[src/rtl/output_sequencer.sv]
// output_sequencer: Moore controller sequencing the shared output counter over one burst of beats.
// Latency: Start at edge k -> Out_valid from cycle k+1; Done in the cycle after the last handshake.
// Backpressure: Out_ready=0 holds state and counter; OUT_SEQ_TIMEOUT_EN adds a stall abort (Err with Done).
module output_sequencer #(
   parameter int CNT_W          = 3,
   parameter int TIMEOUT_CYCLES = 16
) (
   input  logic             Clock,
   input  logic             Reset,
   input  logic             Start,
   input  logic [CNT_W-1:0] Num_out,
   input  logic [CNT_W-1:0] o_count_in,
   input  logic             Out_ready,
   output logic             En_o_count,
   output logic             Res_o_count,
   output logic             Out_valid,
   output logic             Out_last,
   output logic             Busy,
   output logic             Done,
   output logic             Err
);

   typedef enum logic [1:0] {
      IDLE   = 2'd0,
      RUN    = 2'd1,
      FINISH = 2'd2
   } state_t;

   state_t           state;
   state_t           state_nxt;
   logic [CNT_W-1:0] last_idx;
   logic             handshake;
   logic             at_last;
   logic             stall_expire;

   assign at_last   = (o_count_in == last_idx);
   assign handshake = (state == RUN) && Out_ready;

`ifdef OUT_SEQ_TIMEOUT_EN
   localparam int STALL_W = $clog2(TIMEOUT_CYCLES);

   logic [STALL_W-1:0] stall_cnt;
   logic               abort_q;

   // Expires on the TIMEOUT_CYCLES-th consecutive stalled RUN cycle.
   assign stall_expire = (state == RUN) && !Out_ready &&
                         (stall_cnt == STALL_W'(TIMEOUT_CYCLES - 1));

   always_ff @(posedge Clock) begin
      if (Reset) begin
         stall_cnt <= '0;
         abort_q   <= 1'b0;
      end else begin
         if ((state != RUN) || Out_ready)
            stall_cnt <= '0;
         else
            stall_cnt <= stall_cnt + 1'b1;
         abort_q <= stall_expire;
      end
   end

   assign Err = (state == FINISH) && abort_q;
`else
   logic unused_timeout;

   assign unused_timeout = |TIMEOUT_CYCLES;
   assign stall_expire   = 1'b0;
   assign Err            = 1'b0;
`endif

   always_ff @(posedge Clock) begin
      if (Reset) begin
         state    <= IDLE;
         last_idx <= '0;
      end else begin
         state <= state_nxt;
         if ((state == IDLE) && Start)
            last_idx <= Num_out;
      end
   end

   always_comb begin
      state_nxt = state;
      case (state)
         IDLE:    if (Start) state_nxt = RUN;
         RUN: begin
            if (handshake && at_last)
               state_nxt = FINISH;
            else if (stall_expire)
               state_nxt = FINISH;
         end
         FINISH:  state_nxt = IDLE;
         default: state_nxt = IDLE;
      endcase
   end

   // Counter is held in clear outside RUN, so every burst starts at index 0.
   assign Res_o_count = (state == RUN);
   assign Out_valid   = (state == RUN);
   assign Busy        = (state == RUN) || (state == FINISH);
   assign Done        = (state == FINISH);
   assign En_o_count  = handshake;
   assign Out_last    = (state == RUN) && at_last;

endmodule

[config.mk]
export PLATFORM = sky130hd
export DESIGN_NAME = output_sequencer
export DESIGN_NICKNAME = d
export VERILOG_FILES = /design/src/rtl/output_sequencer.sv
export SDC_FILE = /design/constraint.sdc
export NUM_CORES = 1
export LEC_CHECK = 0
export ABC_CLOCK_PERIOD_IN_PS = 1900
export CAP_MARGIN = 20
export CELL_PAD_IN_SITES_DETAIL_PLACEMENT = 1
export CELL_PAD_IN_SITES_GLOBAL_PLACEMENT = 1
export CORE_UTILIZATION = 26
export DETAILED_ROUTE_END_ITERATION = 6
export PLACE_DENSITY = 0.75
export SLEW_MARGIN = 20
export SYNTH_ARGS = -nofsm -noshare
export SYNTH_HDL_FRONTEND = slang
export SYNTH_SLANG_ARGS = --single-unit
[constraint.sdc]
create_clock -name Clock -period 1.9 [get_ports Clock]
set_clock_uncertainty 0.2 [all_clocks]
set_input_delay 0.38 -clock Clock [delete_from_list [all_inputs] [get_ports Clock]]
set_output_delay 0.38 -clock Clock [all_outputs]
set_load 0.005 [all_outputs]
== Yosys cells after proc, flatten, opt, wreduce, memory -nomap -nowiden ==
Index checks and enable logic that the tools add are counted.

* Equality and inequality tests: 5
* Mux-type cells: 3
* Reduce and logical (&&, ||, !) cells: 7

{| class="wikitable"
|+ Operators with widths
! kind !! count
|-
| 1-bit logical AND || 4
|-
| 2-bit 2-to-1 mux || 2
|-
| 2-bit one-hot mux with 2 select lines || 1
|-
| 3-bit == test || 1
|-
| 2-bit by 1-bit == test with 1-bit output (second input constant) || 1
|-
| 2-bit == test (second input constant) || 1
|-
| 2-bit zero test || 1
|-
| 2-bit by 1-bit != test with 1-bit output (second input constant) || 1
|-
| 2-bit != test (second input constant) || 1
|-
| 2-bit AND reduction || 1
|-
| 1-bit logical OR || 1
|}

* Flip-flop bits (word level): 5
* Logic and storage cells: 17

== Logic depth before layout (Yosys ltp) ==
* Depth in word-level cells: 5
* Gate-level depth with buffers: 6
* Gate-level depth less buffers: 6

== Least setup slack after synthesis ==
Ideal clock, no wire load.

* Kind: register to register
* Start point: register state[0]
* End point: register state[0]
* Library setup time: 120 ps
* Arrival: 1362 ps
* Setup slack: 218 ps
* Stages on the path, launching flop included: 7
* Path buffers: 0
* Period minus slack after synthesis: 1682 ps
* Cells stage by stage: dfxtp_1 -> inv_1 -> ha_1 -> nor2b_1 -> nand2b_1 -> o32a_1 -> mux2i_1

* Word-level cells in the longest chain between the ends: 5
* Elaborated cells on any way between the ends: 8

{| class="wikitable"
|+ RTL lines
! element !! line !! text
|-
| start: declaration || 29 || <nowiki>state_t state;</nowiki>
|-
| start signal: assignment || 76 || <nowiki>state <= state_nxt;</nowiki>
|-
| 2-bit by 1-bit == test with 1-bit output || 37, 84 ||
|-
| 1-bit logical AND || 37 || <nowiki>assign handshake = (state == RUN) && Out_ready;</nowiki>
|-
| 1-bit logical AND || 87 || <nowiki>if (handshake && at_last)</nowiki>
|-
| 2-bit by 1-bit != test with 1-bit output (no source line) || - ||
|-
| 2-bit AND reduction (no source line) || - ||
|}

Several ways; a longest one is shown, not always the timed one.
A chain may end at the register's enable or synchronous reset.

== Final worst setup path ==
* Start point: input port o_count_in[2]
* End point: output port Out_last

* Word-level cells in the longest chain between the ends: 2

{| class="wikitable"
|+ RTL lines
! element !! line !! text
|-
| start: declaration || 12 || <nowiki>input logic [CNT_W-1:0] o_count_in,</nowiki>
|-
| 3-bit == test || 36 || <nowiki>assign at_last = (o_count_in == last_idx);</nowiki>
|-
| 1-bit logical AND || 103 || <nowiki>assign Out_last = (state == RUN) && at_last;</nowiki>
|-
| end: declaration || 17 || <nowiki>output logic Out_last,</nowiki>
|}

Every way passes these cells.

==> impl_metrics.ini <==
[finish]
antenna_cells = 0
design_area_um2 = 611.8
seqCellArea_um2 = 102.6
syn_to_final_growth_pct = 77.17
fill_cells = 146
finalNetCount = 83
drive_above_1_share_pct = 31.34
multiInputGateArea_um2 = 237.7

[timing]
finalCritPeriodShare_pct = 97.07
hold_violations = 0
fmax_ghz = 0.5422
period_needed_ps = 1844
setup_ws_ps = 55.59
whs_ps = 295.3
setup_viol = 0
fin_setup_tns_ps = 0
maxSlewViolCount = 0

[global_routing]
busiest_layer = met2
antenna_found_initial = 0
grt_pass1_wl_um = 1324
grt_util_met1_pct = 14.79
grt_max_degree = 8
overflow = 0
use_met2_pct = 24.58
grt_pass1_vias = 326
grt_use_total_pct = 13.89
met3_usage_pct = 1.744

[logic_synthesis]
synth_nets = 55
synth_cell_type_count = 16
avgSynthCellArea_um2 = 8.633
syn_area_um2 = 345.3
synthFlopType = dfxtp_1
synth-edff-count = 0
synthArstFlopShare_pct = 0
yosys.area.top_type = dfxtp_1
synth_warnings = 0
synth_top_area_share_pct = 28.99
yosys-top-cells-count = 5 x dfxtp_1, 5 x ha_1, 5 x nand2_1, 5 x nand2b_1
synth_seq_area_share_pct = 28.99
syn_inst = 40
ys_ff_latch = 5
synthTopCellsByArea = dfxtp_1 29%, ha_1 18%, nand2b_1 9.1%

[clock_tree]
numClockSinks = 5
hold_buffers = 0
cts_tree = done
clock_path_buffers = 2
clkLatencyLatePin_ps = 240
h-tree-depth = 1
cts_buffers = 3
clkTransAtPathRegs_ps = 40
root_buffer = clkbuf_4

[drt]
drt_wl_total_um = 906
drc = 0
wl_per_cell_um = 11.19
viasPerCell = 4.222
ant_nets = 0
drt_pre_antenna_iters = 4
drt-initial-drc-count = 5
dr_total_vias = 342

[critical_path]
start_kind = input port
critPathRequiredTime_ps = 1320
path_class = input port to output pin
worstPathMaxFanout = 2
endpoint_kind = output pin
crit_arrival_ps = 1260

[floorplanning]
initial_core_util_pct = 29.49
die_h_um = 38.45
num_rows = 12
die_area_um2 = 1478
io_pins = 17
die_w_um = 38.45
fp.coreArea_um2 = 1171

[job]
drv_cap = 0

[worst_hold_path]
hold_class = register to register

[power_and_ir_drop]
power_leakage_nw = 0.2934
vdd_drop_max_mv = 0.3504
power_density_nw_per_um2 = 1018

[place]
placed_cell_area_um2 = 558.0
gp_congestion = 0.6870
hpwl_um = 749.5
numPortBuffers = 15
pre_cts_ws_ps = -469.4

[status]
status = completed
==> layer usage <==
metal	up-vias	part of all wire [%]
li1	180	-
met1	151	42
met2	11	54
met3	0	3.5
met4	0	0
met5	-	0
==> power by group <==
group          internal (mW)  total (mW)  switching, mW
clock                 0.0791       0.118         0.0392
sequential             0.135       0.158         0.0237
combinational          0.204       0.346          0.142
==> metrics by stage <==
step	power [mW]	instances	util (%)
finish	0.6229	81	52.24
global route	0.6754	81	52.24
CTS	0.6212	80	50.43
detailed placement	0.5088	75	47.65
global placement	0.4959	75	47.65
floorplan	0.3239	40	-
==> state kept, by name (all words and copies together) (netlist names) <==
register / count
state: 2
last_idx: 3
==> critical path: stages <==
cell	delay, ps
clkdlybuf4s50_1	440
xor2_2	170
nor3b_2	140
buf_2	120
==> final timing paths <==
path                                                from                  endpoint  slack [ps]  cells past startpoint
worst min-delay path            last_idx[0]$_SDFFE_PP0P_  last_idx[0]$_SDFFE_PP0P_         300                      2
worst max-delay path                       o_count_in[2]                  Out_last          60                      4
worst max register to register     state[1]$_SDFFE_PP0P_     state[1]$_SDFFE_PP0P_         100                      7
worst min register to register  last_idx[0]$_SDFFE_PP0P_  last_idx[0]$_SDFFE_PP0P_         300                      2
==> cell families after synthesis <==
logic type,count (synthesis),share of synthesized area (%)
and+or+nand+nor,16,24.64
adders and majority gates,5,18.12
DFF,5,28.99
AOI/OAI and AO/OA,4,7.245
buffers and inverters,4,6.521
xor gates and xnor gates,3,7.610
muxes,2,5.797
other,1,1.086
==> layout by cell type (no fill, tap or decap), types with 2 or more instances in the layout <==
cell             netlist  routed
a21oi_1                3       3
buf_4                  2      10
clkbuf_4               0       3
clkdlybuf4s50_1        0       7
dfxtp_1                5       3
dfxtp_2                0       2
dlygate4sd2_1          0       4
dlymetal6s2s_1         0       2
ha_1                   5       4
inv_2                  0       2
mux2i_1                2       2
nand2_1                5       5
nand2b_1               5       5
nand3_1                3       3
xnor2_1                2       2
==> cell type report <==
cell class	count	area share, %
inverter	2	1.227
timing repair buffer	25	35.99
sequential	5	16.77
tap	14	2.863
multi-input combinational	31	38.85
clock buffer	4	4.294
==> repair_timing <==
item | in CTS | in global routing
pin swaps | 1 | 4
resized for setup | 12 | 7
setup endpoints to repair | 6 | 2
setup buffers | 1 | 1
Power figures use the tool's default switching activity.
